`src/rtl/shift_counter.sv`:
```
`default_nettype none
// ============================================================================
//  Module      : shift_counter
//  Description : WIDTH-bit rotate/shift register with a modulo-WIDTH advance
//                counter, a serial output of the last bit shifted out and a
//                single-cycle wrap pulse every WIDTH enabled advances.
//                Every output comes straight from a flop.
//  Revision    : 1.0  initial release
// ============================================================================
module shift_counter #(
    parameter int          WIDTH       = 8,
    parameter int unsigned RESET_VALUE = 1,
    parameter int          SW          = $clog2(WIDTH)
) (
    input  logic             clk,
    input  logic             reset_n,
    input  logic             load,
    input  logic [WIDTH-1:0] data,
    input  logic             en,
    input  logic [1:0]       mode,
    input  logic             ser_in,
    output logic [WIDTH-1:0] count,
    output logic             ser_out,
    output logic [SW-1:0]    step,
    output logic             wrap
);

    // Mode encodings of the advance operation.
    localparam logic [1:0] c_MODE_ROL = 2'b00;
    localparam logic [1:0] c_MODE_ROR = 2'b01;
    localparam logic [1:0] c_MODE_SHL = 2'b10;
    localparam logic [1:0] c_MODE_SHR = 2'b11;

    // Reset value truncated to the register width.
    localparam logic [31:0]      c_RESET_FULL = 32'(RESET_VALUE);
    localparam logic [WIDTH-1:0] c_RESET      = c_RESET_FULL[WIDTH-1:0];

    // Last legal step value; the counter folds back to zero after it, which
    // keeps step bounded for non-power-of-two widths.
    localparam logic [SW-1:0] c_STEP_LAST = SW'(WIDTH - 1);
    localparam logic [SW-1:0] c_STEP_ONE  = SW'(1);

    logic [WIDTH-1:0] r_count;
    logic             r_ser_out;
    logic [SW-1:0]    r_step;
    logic             r_wrap;

    logic [WIDTH-1:0] w_adv_count;
    logic             w_adv_ser_out;
    logic [SW-1:0]    w_adv_step;
    logic             w_adv_wrap;

    // Value the register takes if this cycle is an enabled advance.
    always_comb begin
        w_adv_count   = r_count;
        w_adv_ser_out = r_ser_out;
        case (mode)
            c_MODE_ROL: begin
                w_adv_count   = {r_count[WIDTH-2:0], r_count[WIDTH-1]};
                w_adv_ser_out = r_count[WIDTH-1];
            end
            c_MODE_ROR: begin
                w_adv_count   = {r_count[0], r_count[WIDTH-1:1]};
                w_adv_ser_out = r_count[0];
            end
            c_MODE_SHL: begin
                w_adv_count   = {r_count[WIDTH-2:0], ser_in};
                w_adv_ser_out = r_count[WIDTH-1];
            end
            c_MODE_SHR: begin
                w_adv_count   = {ser_in, r_count[WIDTH-1:1]};
                w_adv_ser_out = r_count[0];
            end
            default: begin
                w_adv_count   = r_count;
                w_adv_ser_out = r_ser_out;
            end
        endcase
    end

    // Step counter wraps modulo WIDTH; the wrap flag marks the fold to zero.
    always_comb begin
        w_adv_step = r_step + c_STEP_ONE;
        w_adv_wrap = 1'b0;
        if (r_step == c_STEP_LAST) begin
            w_adv_step = '0;
            w_adv_wrap = 1'b1;
        end
    end

    // State register: reset beats load, load beats advance, otherwise hold.
    always_ff @(posedge clk) begin
        if (!reset_n) begin
            r_count   <= c_RESET;
            r_ser_out <= 1'b0;
            r_step    <= '0;
            r_wrap    <= 1'b0;
        end else if (load) begin
            r_count   <= data;
            r_ser_out <= 1'b0;
            r_step    <= '0;
            r_wrap    <= 1'b0;
        end else if (en) begin
            r_count   <= w_adv_count;
            r_ser_out <= w_adv_ser_out;
            r_step    <= w_adv_step;
            r_wrap    <= w_adv_wrap;
        end else begin
            r_wrap    <= 1'b0;
        end
    end

    assign count   = r_count;
    assign ser_out = r_ser_out;
    assign step    = r_step;
    assign wrap    = r_wrap;

endmodule
`default_nettype wire

```
`config.mk`:
```
export PLATFORM = sky130hd
export DESIGN_NAME = shift_counter
export DESIGN_NICKNAME = d
export VERILOG_FILES = /design/src/rtl/shift_counter.sv
export SDC_FILE = /design/constraint.sdc
export NUM_CORES = 1
export LEC_CHECK = 0
export ABC_AREA = 1
export CAP_MARGIN = 15
export CORE_AREA = 2 2 39 41
export DETAILED_ROUTE_END_ITERATION = 8
export DIE_AREA = 0 0 41 43
export DONT_BUFFER_PORTS = 1
export GPL_ROUTABILITY_DRIVEN = 1
export PLACE_DENSITY = 0.77
export SYNTH_ARGS = -nofsm -noshare
export SYNTH_HDL_FRONTEND = slang
export SYNTH_SLANG_ARGS = --single-unit
```
`constraint.sdc`:
```
create_clock -name clk -period 1.9 [get_ports clk]
set_input_delay 0.38 -clock clk [delete_from_list [all_inputs] [get_ports clk]]
set_output_delay 0.38 -clock clk [all_outputs]
set_load 0.005 [all_outputs]
```
==> out/qor.yml, run 1 <==
outcome: "complete, no violations"
setup_tns_ps: 0
cts.path.max_buffers: 2
design_power_total_uw: 542
cp.arrival_ps: 1370
grt_usage_pct: 19.9
final_layout_size_suffix_gt1_share_pct: 5.50
drc: 0
multi_input_area_um2: 359
crit_required_ps: 2110
io_pins: 28
met2_usage_pct: 26.6
finalWorstSetupSlack_ps: 744
worst-path-buf-inv: 0
dp_hpwl_mm: 1.09
irDropWorstVdd_mv: 0.413
post-route-period-util_pct: 60.9
worst_setup_path_end_kind: "flop"
synthMuxAreaShare_pct: 0
synth_top_area_cell: "dfxtp_1"
synth_edf_count: 0
cts_tree: "done"
overflow: 0
crit_top_cell: "ha_1"
drt_wl_total_mm: 1.47
dieArea_mm2: 0.00176
antenna_found_initial: 0
async_reset_ff_share_pct: 0
die_w_um: 41
skew_ps: 7.20
path_clk_slew_ps: 80
syn_inst: 107
syn2layout_area_growth_pct: 4.32
synth_top_family_by_area: "simple AND/OR/NAND/NOR gates"
met1_usage_pct: 25.0
fp-row-count: 14
worstHoldPathType: "in -> reg"
first_pass_iters: 4
hold_slack_ps: 241
hold_viol: 0
critPathKind: "reg -> reg"
core_area_mm2: 0.00138
synth.most_common_cell: "nand2_1"
cts_resized: 0
synth_area_per_cell_um2: 6.50
maxCapViolations: 0
p_leak_nw: 0.363
start_util_pct: 50.3
synthDistinctLibCells: 15
port_buffers: 0
via_per_inst: 5.25
synth-simple-area-share_pct: 30.8
grt_pass1_vias: 607
clock_latency_ps: 280
slowest_stage: "dfxtp_1"
clkSinkCount: 13
regArea_um2: 260
synth_top_cells_by_count: "nand2_1 (35), inv_1 (15), a21oi_1 (13), dfxtp_1 (13), nor2_1 (8)"
worstPathMaxFanout: 4
grt_pass1_wl_mm: 2.34
cts_hold_buffers: 0
ys_seq_elements: 13
synthXorXnorAreaFrac_pct: 0
tightest_slew_ps: 342
final.min_clock_period_ps: 1160
synth-adder-area-share_pct: 3.60
synth_fp_nets: 124
n_antenna_cell: 0
rsz0062_at_grt: "no"
yosysSeqAreaShare_pct: 37.4
drt_iter0_drc: 9
synth.cell_area_um2: 696
fmax_mhz: 865
cp_cell_sequence: "ha_1, ha_1, nor3_1, a21oi_1, nor2_1"
vias: 656
grt_max_degree: 13
relSlewSlack_pct: 77.1
synth_top_area_share_pct: 37.4
nets: 127
netlist_top_cells_area: "dfxtp_1 (37%), nand2_1 (19%), a21oi_1 (9.4%), inv_1 (8.1%), a21boi_0 (6.5%)"
synth_compound_area_share_pct: 17.3
post_drt_wl_per_cell_um: 11.7
pre_cts_ws_ps: 747
num-fill-cells: 145
critPathTopFamily: "adder cells"
finalMaxSlewViolations: 0
met3_usage_pct: 9.42
cts_buffers: 3
gp_congestion: 0.775
top_usage_layer: "met2"
clock-root-buffer: "clkbuf_4"
cts_setup_buffers: 0
synthFlopType: "dfxtp_1"
power.density_mw_per_mm2: 746
final_util_pct: 52.4
setup_viol: 0
ant_nets: 0
htreeDepth: 1
die_h_um: 43
start_kind: "flop"
ys_warn_count: 0
crit_path_max_incr_delay_ps: 350
==> kinds of logic (layout without fill, tap and decap cells) <==
family | after synthesis | count (layout)
simple gates | 53 | 53
flops | 13 | 13
compound gates | 21 | 21
buf+inv | 18 | 20
fa+ha+maj | 2 | 2
==> layout make-up <==
cell class	count	area share [%]
Clock buffer	4	3.62
Inverter	16	8.28
Multi-Input combinational cell	76	49.5
Sequential cell	13	35.9
Tap cell	16	2.76
==> final timing paths <==
check | from | endpoint | slack, ps | depth (start not counted)
hold / removal | en | wrap$_SDFF_PP0_ | 240 | 2
setup reg to reg | step[0]$_SDFFE_PP0P_ | step[0]$_SDFFE_PP0P_ | 740 | 5
hold reg to reg | step[2]$_SDFFE_PP0P_ | step[2]$_SDFFE_PP0P_ | 510 | 2
setup / recovery | step[0]$_SDFFE_PP0P_ | step[0]$_SDFFE_PP0P_ | 740 | 5
==> cells in the final DEF (no fill, tap or decap) <==
master    netlist  final
nand2_1        35     35
inv_1          15     15
a21oi_1        13     13
dfxtp_1        13     13
nor2_1          8      8
nand3_1         7      7
a21boi_0        6      6
clkbuf_4        0      3
o21ai_0         2      2
ha_1            2      2
nor2_2          1      1
nand2_2         1      1
inv_2           1      1
nor3_1          1      1
clkbuf_1        0      1
==> power breakdown <==
group	switching, mW	internal [mW]
combinational	0.0387	0.0263
clock	0.0940	0.0813
sequential	0.0149	0.286
==> metal layers <==
metal | share of wire, % | up-vias
met5 | 0 | -
met4 | 1.7 | 0
met3 | 8.2 | 2
met2 | 46 | 22
met1 | 44 | 293
li1 | - | 339
==> state kept, by name, indices dropped and copies added (netlist names) <==
signal and cells:
step 3, wrap 1, count 8, ser_out 1
==> stage by stage <==
| stage | cells | area [µm²] |
|---|---|---|
| after floorplan | 107 | 696 |
| after global placement | 121 | 699 |
| after detailed placement | 121 | 699 |
| after CTS | 125 | 726 |
| after global routing | 125 | 726 |
| final | 125 | 726 |
No activity file was read; power rests on OpenSTA's default activity.
==> run 2: changes to the inputs <==
- CORE_AREA: 2 2 39 41 -> not set
- CORE_UTILIZATION: not set -> 52
- DIE_AREA: 0 0 41 43 -> not set
- PLACE_DENSITY: 0.77 -> 0.8
- clock period: 1.9 -> 1 ns (I/O delays scaled with it)
==> out/qor.yml, run 2 (same netlist as run 1, synthesis figures left out) <==
cts.path.max_buffers: 2  # unchanged
cts_hold_buffers: 0  # unchanged
drt_wl_total_mm: 1.48  # +1.2%
start_kind: "flop"
p_sw_share_pct: 26.6  # -0.69 points
n_antenna_cell: 0  # unchanged
die_h_um: 38.6  # -10%
irDropWorstVdd_mv: 0.739  # +79%
post-route-period-util_pct: 98.7  # +38 points
outcome: "complete, no violations"
stdcell_count: 125  # unchanged
antenna_found_initial: 0  # unchanged
fmax_mhz: 1010  # +17%
final_cell_mix: "nand2_1 (34), inv_1 (15), a21oi_1 (12)"
finalMaxSlewViolations: 0  # unchanged
setup_viol: 0  # unchanged
skew_ps: 2.84  # -4.36 ps
seq_power_share_pct: 55.7  # about the same
cts_buffers: 3  # unchanged
clock-root-buffer: "clkbuf_4"
rsz0062_at_grt: "yes"
worstPathMaxFanout: 2  # -2
drt_iter0_drc: 15  # +6
grt_pass1_wl_mm: 2.30  # -1.5%
nets: 129  # +1.6%
first_pass_iters: 4  # unchanged
grt_max_degree: 13  # unchanged
fp-row-count: 12  # -2
fin_area_um2: 783  # +7.9%
dp_hpwl_mm: 1.04  # -4.3%
syn2layout_area_growth_pct: 12.6
internal_power_uw: 756  # +92%
hold_slack_ps: 63.3  # -177 ps
clock_latency_ps: 270  # about the same
io_pins: 28  # unchanged
via_per_inst: 5.30  # +0.91%
worstHoldPathType: "in -> reg"
worst_setup_path_end_kind: "flop"
drc: 0  # unchanged
maxCapViolations: 0  # unchanged
post_drt_wl_per_cell_um: 11.9  # +1.2%
pre_cts_ws_ps: -13.3  # -760 ps
dpl-instance-area_um2: 713  # +2.0%
dieArea_mm2: 0.00149  # -16%
final.min_clock_period_ps: 987  # -169 ps
final_common_cell: "nand2_1"
dpl.cell_count: 121  # unchanged
gp_congestion: 0.772  # -0.39%
finalWorstSetupSlack_ps: 12.8  # -731 ps
cp.arrival_ps: 1190  # -180 ps
cts_setup_buffers: 0  # unchanged
largest_register_ffs: 8  # unchanged
ant_nets: 0  # unchanged
cts_tree: "done"
overflow: 0  # unchanged
num-fill-cells: 108  # -26%
hold_viol: 0  # unchanged
final_layout_size_suffix_gt1_share_pct: 13.5  # +8.0 points
tightest_slew_ps: 324  # -19.0 ps
p_leak_nw: 0.373  # +2.6%
p_clk_share_pct: 31.0  # -1.4 points
critPathKind: "reg -> reg"
regArea_um2: 263  # +0.96%
grt_pass1_vias: 552  # -9.1%
p_sw_uw: 273  # +85%
core_area_mm2: 0.00117  # -15%
setup_tns_ps: 0  # unchanged
port_buffers: 0  # unchanged
clkSinkCount: 13  # unchanged
die_w_um: 38.6  # -5.9%
grt_usage_pct: 22.4  # +2.5 points
vias: 662  # +0.91%
crit_required_ps: 1200  # -910 ps
path_clk_slew_ps: 80  # about the same
power.density_mw_per_mm2: 1310  # +76%
relSlewSlack_pct: 78.4  # +1.3 points
htreeDepth: 1  # unchanged
multi_input_area_um2: 402  # +12%
p_comb_share_pct: 13.3  # +1.3 points
start_util_pct: 59.4  # +9.1 points
run 2: layout make-up:
cell class | count | share of cell area, %
clock buffers | 4 | 3.35
multi-input cells | 76 | 51.3
repair buffers | 2 | 1.92
flip-flops and latches | 13 | 33.5
well taps | 14 | 2.24
inverters | 16 | 7.67
run 2: final timing paths:
kind | cells after the start | slack (ps) | to | from
max | 5 | 10 | step[0]$_SDFFE_PP0P_ | step[1]$_SDFFE_PP0P_
max reg2reg | 5 | 10 | step[0]$_SDFFE_PP0P_ | step[1]$_SDFFE_PP0P_
min | 2 | 60 | step[1]$_SDFFE_PP0P_ | en
min reg2reg | 2 | 540 | step[2]$_SDFFE_PP0P_ | step[2]$_SDFFE_PP0P_
run 2: power by group through the flow:
stage / clock, mW / combinational (mW) / sequential (mW)
6_report: 0.319 / 0.137 / 0.574
2_1_floorplan: 0 / 0.118 / 0.579
4_1_cts: 0.327 / 0.131 / 0.574
3_5_place_dp: 0 / 0.128 / 0.585
5_1_grt: 0.353 / 0.158 / 0.578
3_3_place_gp: 0 / 0.125 / 0.584
run 2: per-stage QoR:
step | util (%) | total power [mW]
6_report | 66.9 | 1.03
5_1_grt | 66.9 | 1.09
4_1_cts | 65.8 | 1.03
3_5_place_dp | 60.9 | 0.713
3_3_place_gp | 60.9 | 0.708
2_1_floorplan | - | 0.697
run 2: worst max-delay path: stages (launching register included):
cell     delay [ps]
dfxtp_2         340
ha_4            160
ha_4            160
nor3_4          110
a21oi_2          50
nor2_1          100
run 2: metal layers:
metal  global-route usage [%]  vias to the layer above  wire length, µm
li1                         -                      344                -
met1                     33.6                      290              699
met2                     30.0                       26              674
met3                     4.05                        2               95
met4                     11.2                        0               14
met5                        0                        -                0
run 2: what timing repair did:
action                                  4_1_cts  5_1_grt
endpoints found under the setup margin        2        2
pin swaps                                     3        2
resized for setup                             6        3
==> run 3: changes to the inputs <==
--- a/config.mk
+++ b/config.mk
@@ -12,4 +12,5 @@
 export DONT_BUFFER_PORTS = 1
 export GPL_ROUTABILITY_DRIVEN = 1
+export HOLD_SLACK_MARGIN = 0.05
 export PLACE_DENSITY = 0.8
 export SYNTH_ARGS = -nofsm -noshare
==> constraint.sdc (replaced) <==
create_clock -name clk -period 1 [get_ports clk]
set_input_delay 0.3 -clock clk [delete_from_list [all_inputs] [get_ports clk]]
set_output_delay 0.3 -clock clk [all_outputs]
set_load 0.005 [all_outputs]
==> out/qor.yml, run 3 (same netlist as run 1, synthesis figures left out) <==
outcome: "complete, but fails checks"
violations: "setup timing"
start_kind: "flop"
tightest_slew_ps: 354  # +30.9 ps
maxCapViolations: 0  # unchanged
skew_ps: 1.82  # -1.02 ps
grt_usage_pct: 22.0  # -0.46 points
post-route-period-util_pct: 103  # +4.6 points
n_antenna_cell: 0  # unchanged
post_drt_wl_per_cell_um: 11.9  # +0.47%
clock_latency_ps: 270  # about the same
final_util_pct: 65.7  # -1.2 points
hp-start: "en"
dieArea_mm2: 0.00149  # unchanged
grt_pass1_wl_mm: 2.26  # -2.1%
antenna_found_initial: 0  # unchanged
final_cell_mix: "nand2_1 (35), inv_1 (15), a21oi_1 (13)"
crit_start: "step[1]$_SDFFE_PP0P_"
final_common_cell: "nand2_1"
via_per_inst: 5.29  # -0.15%
crit_path_max_incr_delay_ps: 330  # about the same
syn2layout_area_growth_pct: 10.6
relSlewSlack_pct: 76.3  # -2.1 points
worstHoldPathType: "in -> reg"
r2r_cells: 4  # -1
final.min_clock_period_ps: 1030  # +45.7 ps
worst_setup_path_end_kind: "output port"
cts_hold_buffers: 0  # unchanged
cts_tree: "done"
num-fill-cells: 99  # -8.3%
grt_pass1_vias: 553  # +0.18%
cts_buffers: 3  # unchanged
irDropWorstVdd_mv: 0.785  # +6.1%
r2r_start: "step[1]$_SDFFE_PP0P_"
r2r_setup_slack_ps: 0  # about the same
overflow: 0  # unchanged
min_path_cells: 2  # unchanged
io_pins: 28  # unchanged
rsz0062_at_grt: "yes"
drt_iter0_drc: 18  # +3
start_util_pct: 59.4  # unchanged
die_w_um: 38.6  # unchanged
core_area_mm2: 0.00117  # unchanged
cp_cell_sequence: "buf_4"
worst-path-buf-inv: 1  # +1
finalMaxSlewViolations: 0  # unchanged
path_clk_slew_ps: 80  # about the same
port_buffers: 0  # unchanged
critPathKind: "reg -> out"
first_pass_iters: 4  # unchanged
fmax_mhz: 968  # -4.4%
drc: 0  # unchanged
setup_viol: 2  # +2
nets: 129  # unchanged
worst_r2r_endpoint: "step[2]$_SDFFE_PP0P_"
dp_hpwl_mm: 1.06  # +2.0%
p_leak_nw: 0.371  # -0.51%
crit_required_ps: 700  # -500 ps
cp.arrival_ps: 730  # -460 ps
die_h_um: 38.6  # unchanged
critPathTopFamily: "flip-flops"
clkSinkCount: 13  # unchanged
finalWorstSetupSlack_ps: -32.9  # -45.7 ps
hold_viol: 0  # unchanged
cts_setup_buffers: 0  # unchanged
vias: 661  # -0.15%
htreeDepth: 1  # unchanged
largest_register_ffs: 8  # unchanged
gp_congestion: 0.774  # +0.17%
final_layout_size_suffix_gt1_share_pct: 15.3  # +1.8 points
regArea_um2: 268  # +1.9%
fp-row-count: 12  # unchanged
clock-root-buffer: "clkbuf_4"
cts.path.max_buffers: 2  # unchanged
power.density_mw_per_mm2: 1340  # +2.2%
slowest_stage: "dfxtp_2"
grt_max_degree: 13  # unchanged
drt_wl_total_mm: 1.49  # +0.47%
setup_tns_ps: -63.4  # -63.4 ps
multi_input_area_um2: 379  # -5.6%
ant_nets: 0  # unchanged
worstPathMaxFanout: 2  # unchanged
min_to: "wrap$_SDFF_PP0_"
[run 3: cell counts in the layout (fill, tap and decap cells not counted)]
Identical to the previous run, type by type.
[run 3: stage by stage]
step	std cells	instance area, µm²	setup WS, ps	total power [mW]	hold slack (ps)
3_5_place_dp	121	713	-30.4	0.713	425
3_3_place_gp	121	713	14.3	0.708	436
4_1_cts	125	754	-40.7	1.04	136
5_1_grt	125	769	-69.8	1.08	153
2_1_floorplan	107	697	9.01	0.697	419
6_report	125	769	-32.9	1.03	144
[run 3: power by group]
| part | switching (mW) | internal, mW |
|---|---|---|
| logic | 0.0784 | 0.0553 |
| clock network | 0.171 | 0.155 |
| registers | 0.0272 | 0.547 |
| total | 0.276 | 0.757 |
[run 3: how the worst max path moves through the flow]
stage	cells after the start	to	slack (ps)
after floorplan	5	step[0]$_SDFFE_PP0P_	9
after global placement	4	step[2]$_SDFFE_PP0P_	10
after detailed placement	4	step[2]$_SDFFE_PP0P_	-30
after CTS	4	step[2]$_SDFFE_PP0P_	-40
after global routing	5	step[0]$_SDFFE_PP0P_	-70
final	1	step[1]	-30
[run 3: metal layers]
metal / global-route usage (%) / part of all wire, % / vias up
met5: 0 / 0 / -
met4: 7.76 / 0.54 / 0
met3: 5.20 / 8.6 / 2
met2: 30.8 / 47 / 33
met1: 32.3 / 44 / 284
li1: - / - / 342
[run 3: what timing repair did]
| action | 4_1_cts | 5_1_grt |
|---|---|---|
| pin swaps | 3 | 1 |
| endpoints found under the hold margin | 0 | 0 |
| resized for setup | 5 | 5 |
| setup endpoints to repair | 4 | 7 |
[run 3: final cells by class]
class / instances / share of cell area [%]
Clock buffer: 4 / 3.41
Tap cell: 14 / 2.28
Multi-Input combinational cell: 76 / 49.3
Timing Repair Buffer: 2 / 2.44
Sequential cell: 13 / 34.8
Inverter: 16 / 7.80
==> variant 1 (config.mk and constraints of run 2) <==
Register the output `count` once more, cleared by the reset; this adds one clock of latency there. The other outputs are not delayed to match.
--- a/src/rtl/shift_counter.sv
+++ b/src/rtl/shift_counter.sv
@@ -110,7 +110,13 @@
         end
     end
 
-    assign count   = r_count;
+    always_ff @(posedge clk) begin
+        if (!reset_n) begin
+            count <= '0;
+        end else begin
+            count <= r_count;
+        end
+    end
     assign ser_out = r_ser_out;
     assign step    = r_step;
     assign wrap    = r_wrap;
Behaviour: not the same (Yosys sat finds a counterexample within 4 cycles, from zero or initial values and one cycle with reset_n low).
==> variant 1 against run 2 <==
  * The run now ends with design-rule violations, negative setup slack left
  * Sequential cell count increased by 8
  * Cell area grew 31%
  * Setup slack worse by 0.076 ns
  * Wire length increased by 29%
  * Synthesized area rose by 31%
  * Utilization is 1.6 points lower
  * Clock power is 27% higher
  * Combinational power grew 10%
  * Total power up 42%
  * Count of clock-buffer cells in the layout is 1 lower
==> variant 1: results (changes against run 2) <==
| Metric | Value |
|---|---|
| Status | complete, but fails checks |
| Failing checks | design-rule violations, negative setup slack |
| First-pass GRT wire length | 3190 um (+39%) |
| Met3 WL | 137 um (+44%) |
| Met1 wire length | 826 um (+18%) |
| DR pass1 iterations | 6 (+2) |
| Worst-skew pair later-pin latency | 0.31 ns (+0.04 ns) |
| Critical path's largest stage delay | 0.37 ns (+0.03 ns) |
| Worst path slowest cell | dfxtp_4 |
| DP Area | 922 um2 (+29%) |
| Post-synthesis compound-gate area fraction | 13.2% (-4.0 points) |
| Routability congestion estimate | 0.823 (+6.5%) |
| GRT Total Usage | 22.8% (+0.39 points) |
| Post-synthesis adder-cell area fraction | 2.75% (-0.84 points) |
| DRC | 4 (+4) |
| Final worst slack | -0.0635 ns (-0.0763 ns) |
| Fraction of layout cells with a size suffix above 1 | 12.5% (-1.0 points) |
| Vias in the first global route | 773 (+40%) |
| Slew margin rel. | 76.5% (-1.9 points) |
| Routed wl met2 | 902 um (+34%) |
| Synthesized instance count | 131 (+22%) |
| Fin nets | 154 (+19%) |
| Synth unique cells | 14 (-1) |
| Filler cell count | 143 (+32%) |
| DRT iter0 DRCs | 26 (+11) |
| Setup Viol. Count Final | 2 (+2) |
| Setup Skew | 0.00596 ns (+0.00312 ns) |
| VDD IR max | 0.000916 V (+24%) |
| Setup tns final | -0.0690 ns (-0.0690 ns) |
| CP Data Arrival Time | 1.30 ns (+0.11 ns) |
| Detailed Place HPWL | 1260 um (+20%) |
| Setup WS pre-CTS | -0.0265 ns (-0.0132 ns) |
| Worst-path clk slew | 0.12 ns (+0.04 ns) |
| Synth top cells by count | 54 x nand2_1, 21 x dfxtp_1, 16 x inv_1 |
| Routed wire length | 1910 um (+29%) |
| Leakage | 0.523 nW (+40%) |
## variant 1: cell count changes in the layout (fill, tap and decap cells not counted), moves of 2 or more
cell           change
dfxtp_1            +8
nand2_1           +19
nand3_1            -5
buf_6              +2
dlygate4sd3_1      +2
buf_4              -2
## variant 1: kinds of logic (layout without fill, tap and decap cells)
kind of cell | count (synthesis) | count (layout)
adder cells (fa/ha/maj) | 2 | 2
AO/OA/AOI/OAI | 21 | 21
flip-flops | 21 | 21
buffers and inverters | 21 | 26
AND/OR/NAND/NOR | 66 | 66
## variant 1: metal layers
metal	up-vias	track usage [%]
met5	-	0
li1	409	-
met1	348	28.9
met2	36	35.2
met3	7	7.08
met4	0	10.6
## variant 1: worst reg2reg max path: stages (launching register included)
cell and delay, ns:
dfxtp_4 0.37, ha_4 0.16, ha_4 0.26, nand2_2 0.05, a21oi_2 0.16
## variant 1: final timing paths
kind                    to  slack (ns)
hold reg to reg   count[5]        0.47
setup reg to reg   step[2]       -0.06
setup / recovery   step[2]       -0.06
hold / removal     step[2]        0.05
## variant 1: layout make-up
type                            count  area (um2)  share of cell area, %
Tap cell                           16        20.0                   1.95
Timing Repair Buffer                4        42.5                   4.14
Multi-Input combinational cell     89         445                   43.3
Clock buffer                        3        22.5                   2.19
Sequential cell                    21         425                   41.4
Inverter                           18        67.6                   6.57
Clock inverter                      1        5.00                  0.487
## variant 1: what timing repair did
action	CTS	global route
gates cloned	0	0
resized for setup	7	8
buffers inserted	0	0
pin swaps	3	6
endpoints found under the setup margin	2	5
hold buffers	1	1
hold endpoints to repair	9	9
## variant 1: metrics by stage
| stage | util, % | total power, W |
|---|---|---|
| detailed placement | 58.5 | 0.00106 |
| finish | 65.2 | 0.00147 |
| global placement | 58.5 | 0.00105 |
| floorplan | - | 0.00104 |
| global route | 65.2 | 0.00156 |
| CTS | 62.9 | 0.00147 |
## variant 1: report_power, final
| group | switching [W] | total (W) | leakage [nW] | internal [W] |
|---|---|---|---|---|
| combinational | 0.0000866 | 0.000151 | 0.332 | 0.0000639 |
| sequential | 0.0000342 | 0.000910 | 0.173 | 0.000875 |
| clock | 0.000256 | 0.000406 | 0.0177 | 0.000149 |
==> variant 2 (settings of run 2) <==
Made on the original files. Set the parameter `WIDTH` to 16 (it was 8).
--- a/src/rtl/shift_counter.sv
+++ b/src/rtl/shift_counter.sv
@@ -8,7 +8,7 @@
 //  Revision    : 1.0  initial release
 // ============================================================================
 module shift_counter #(
-    parameter int          WIDTH       = 8,
+    parameter int          WIDTH       = 16,
     parameter int unsigned RESET_VALUE = 1,
     parameter int          SW          = $clog2(WIDTH)
 ) (
Ports: changed (resized count, data and step); port bits go from 28 to 45. No check against the original RTL was run, so the function may have changed too.
==> variant 2 against run 2 <==
  * The run now ends with negative setup slack left
  * Count of clock-buffer cells in the layout shrank 1
  * Cell area grew 82%
  * Worst hold slack lost 0.058 ns
  * Utilization shrank 9.5 points
  * Synthesized area grew 95%
  * First-iteration DRC count grew 20%
  * Register-to-register slack gained 0.02 ns
  * Setup slack lost 0.026 ns
  * Wire length grew 96%
  * Clock skew grew 0.0027 ns
  * Sequential cell count grew 9
  * Total power grew 64%
  * Die area grew 89%
  * Critical endpoint is now step[1]
  * Largest power group unchanged
==> variant 2: results (changes against run 2) <==
| Metric | Value |
|---|---|
| Synth top cells by count | 59 x nand2_1, 22 x dfxtp_1, 22 x inv_1 |
| Wire per inst | 13.6 um (+15%) |
| Worst-margin pin slew | 0.274 ns (-0.0491 ns) |
| Worst Path Max Fanout | 3 (+1) |
| Synthesized instance count | 185 (+73%) |
| Leakage | 0.610 nW (+64%) |
| Register area share after synthesis | 32.5% (-4.9 points) |
| Worst flop-to-flop path endpoint | step[3] |
| Setup tns final | -0.0261 ns (-0.0261 ns) |
| Setup WS pre-CTS | -0.0472 ns (-0.0340 ns) |
| Post-synthesis compound-gate area fraction | 20.1% (+2.8 points) |
| Met3 WL | 222 um (+130%) |
| Most Used Layer, Global Route | met2 |
| GRT Total Usage | 23.4% (+0.93 points) |
| Post-synthesis adder-cell area fraction | 0.924% (-2.7 points) |
| Critical path's largest stage delay | 0.38 ns (+0.04 ns) |
| Syn nets | 209 (+69%) |
| Worst path slowest cell | dfxtp_4 |
| Failing checks | negative setup slack |
| Final hold slack | 0.00578 ns (-0.0575 ns) |
| Fraction of layout cells with a size suffix above 1 | 21.9% (+8.3 points) |
| Met1 Usage GRT | 27.2% (-6.4 points) |
| Met2 global-route usage | 38.4% (+8.4 points) |
| GR Util met3 | 6.90% (+2.9 points) |
| Top cells by area, synth | dfxtp_1 33%, nand2_1 16%, nand3_2 7.4% |
| First-pass GRT wire length | 4680 um (+100%) |
| Setup Viol. Count Final | 2 (+2) |
| Worst-path clk slew | 0.12 ns (+0.04 ns) |
| Routed wire length | 2900 um (+96%) |
| Final worst slack | -0.0131 ns (-0.0259 ns) |
| R2R cell count | 4 (-1) |
| DR vias | 1175 (+77%) |
| Routability congestion estimate | 0.757 (-2.0%) |
| Met1 wire length | 1290 um (+85%) |
| Status | complete, but fails checks |
variant 2: area by class of cell:
| cell class | instances | area, um2 |
|---|---|---|
| sequential | 22 | 448 |
| tap | 30 | 37.5 |
| fill | 244 | 1050 |
| multi-input combinational | 129 | 761 |
| clock buffer | 3 | 22.5 |
| timing repair buffer | 4 | 52.6 |
| inverter | 25 | 101 |
variant 2: worst register-to-register path: stages (launching register included):
cell	delay (ns)
dfxtp_4	0.39
buf_6	0.11
nand2_1	0.06
o21ai_0	0.20
a21oi_1	0.10
variant 2: per-stage QoR:
stage	area (um2)	total power, W
after global routing	1420	0.00178
after detailed placement	1340	0.00129
final	1420	0.00169
after floorplan	1350	0.00128
after global placement	1340	0.00128
after CTS	1380	0.00170
variant 2: cells by family after synthesis:
family	Yosys count
flip-flops	22
adder cells (fa/ha/maj)	1
AO/OA/AOI/OAI	39
XOR/XNOR	1
buffers and inverters	34
AND/OR/NAND/NOR	88
variant 2: timing repair:
item,CTS,global route
hold endpoints to repair,1,0
endpoints found under the setup margin,4,5
resized for setup,4,8
hold buffers,1,0
pin swaps,1,2
variant 2: worst max-delay path by stage:
stage / from / to / slack [ns]
2_1_floorplan: step[0] / step[3] / 0.03
3_3_place_gp: step[0] / step[3] / 0.09
3_5_place_dp: step[1] / step[3] / -0.05
4_1_cts: step[1] / step[3] / -0.03
5_1_grt: step[0] / step[0] / -0.04
6_report: step[1] / step[1] / -0.01
variant 2: where the power goes:
group | internal, W | total, W | switching (W)
logic | 0.000128 | 0.000303 | 0.000175
registers | 0.000925 | 0.000976 | 0.0000514
clock network | 0.000141 | 0.000411 | 0.000270
total | 0.00119 | 0.00169 | 0.000496
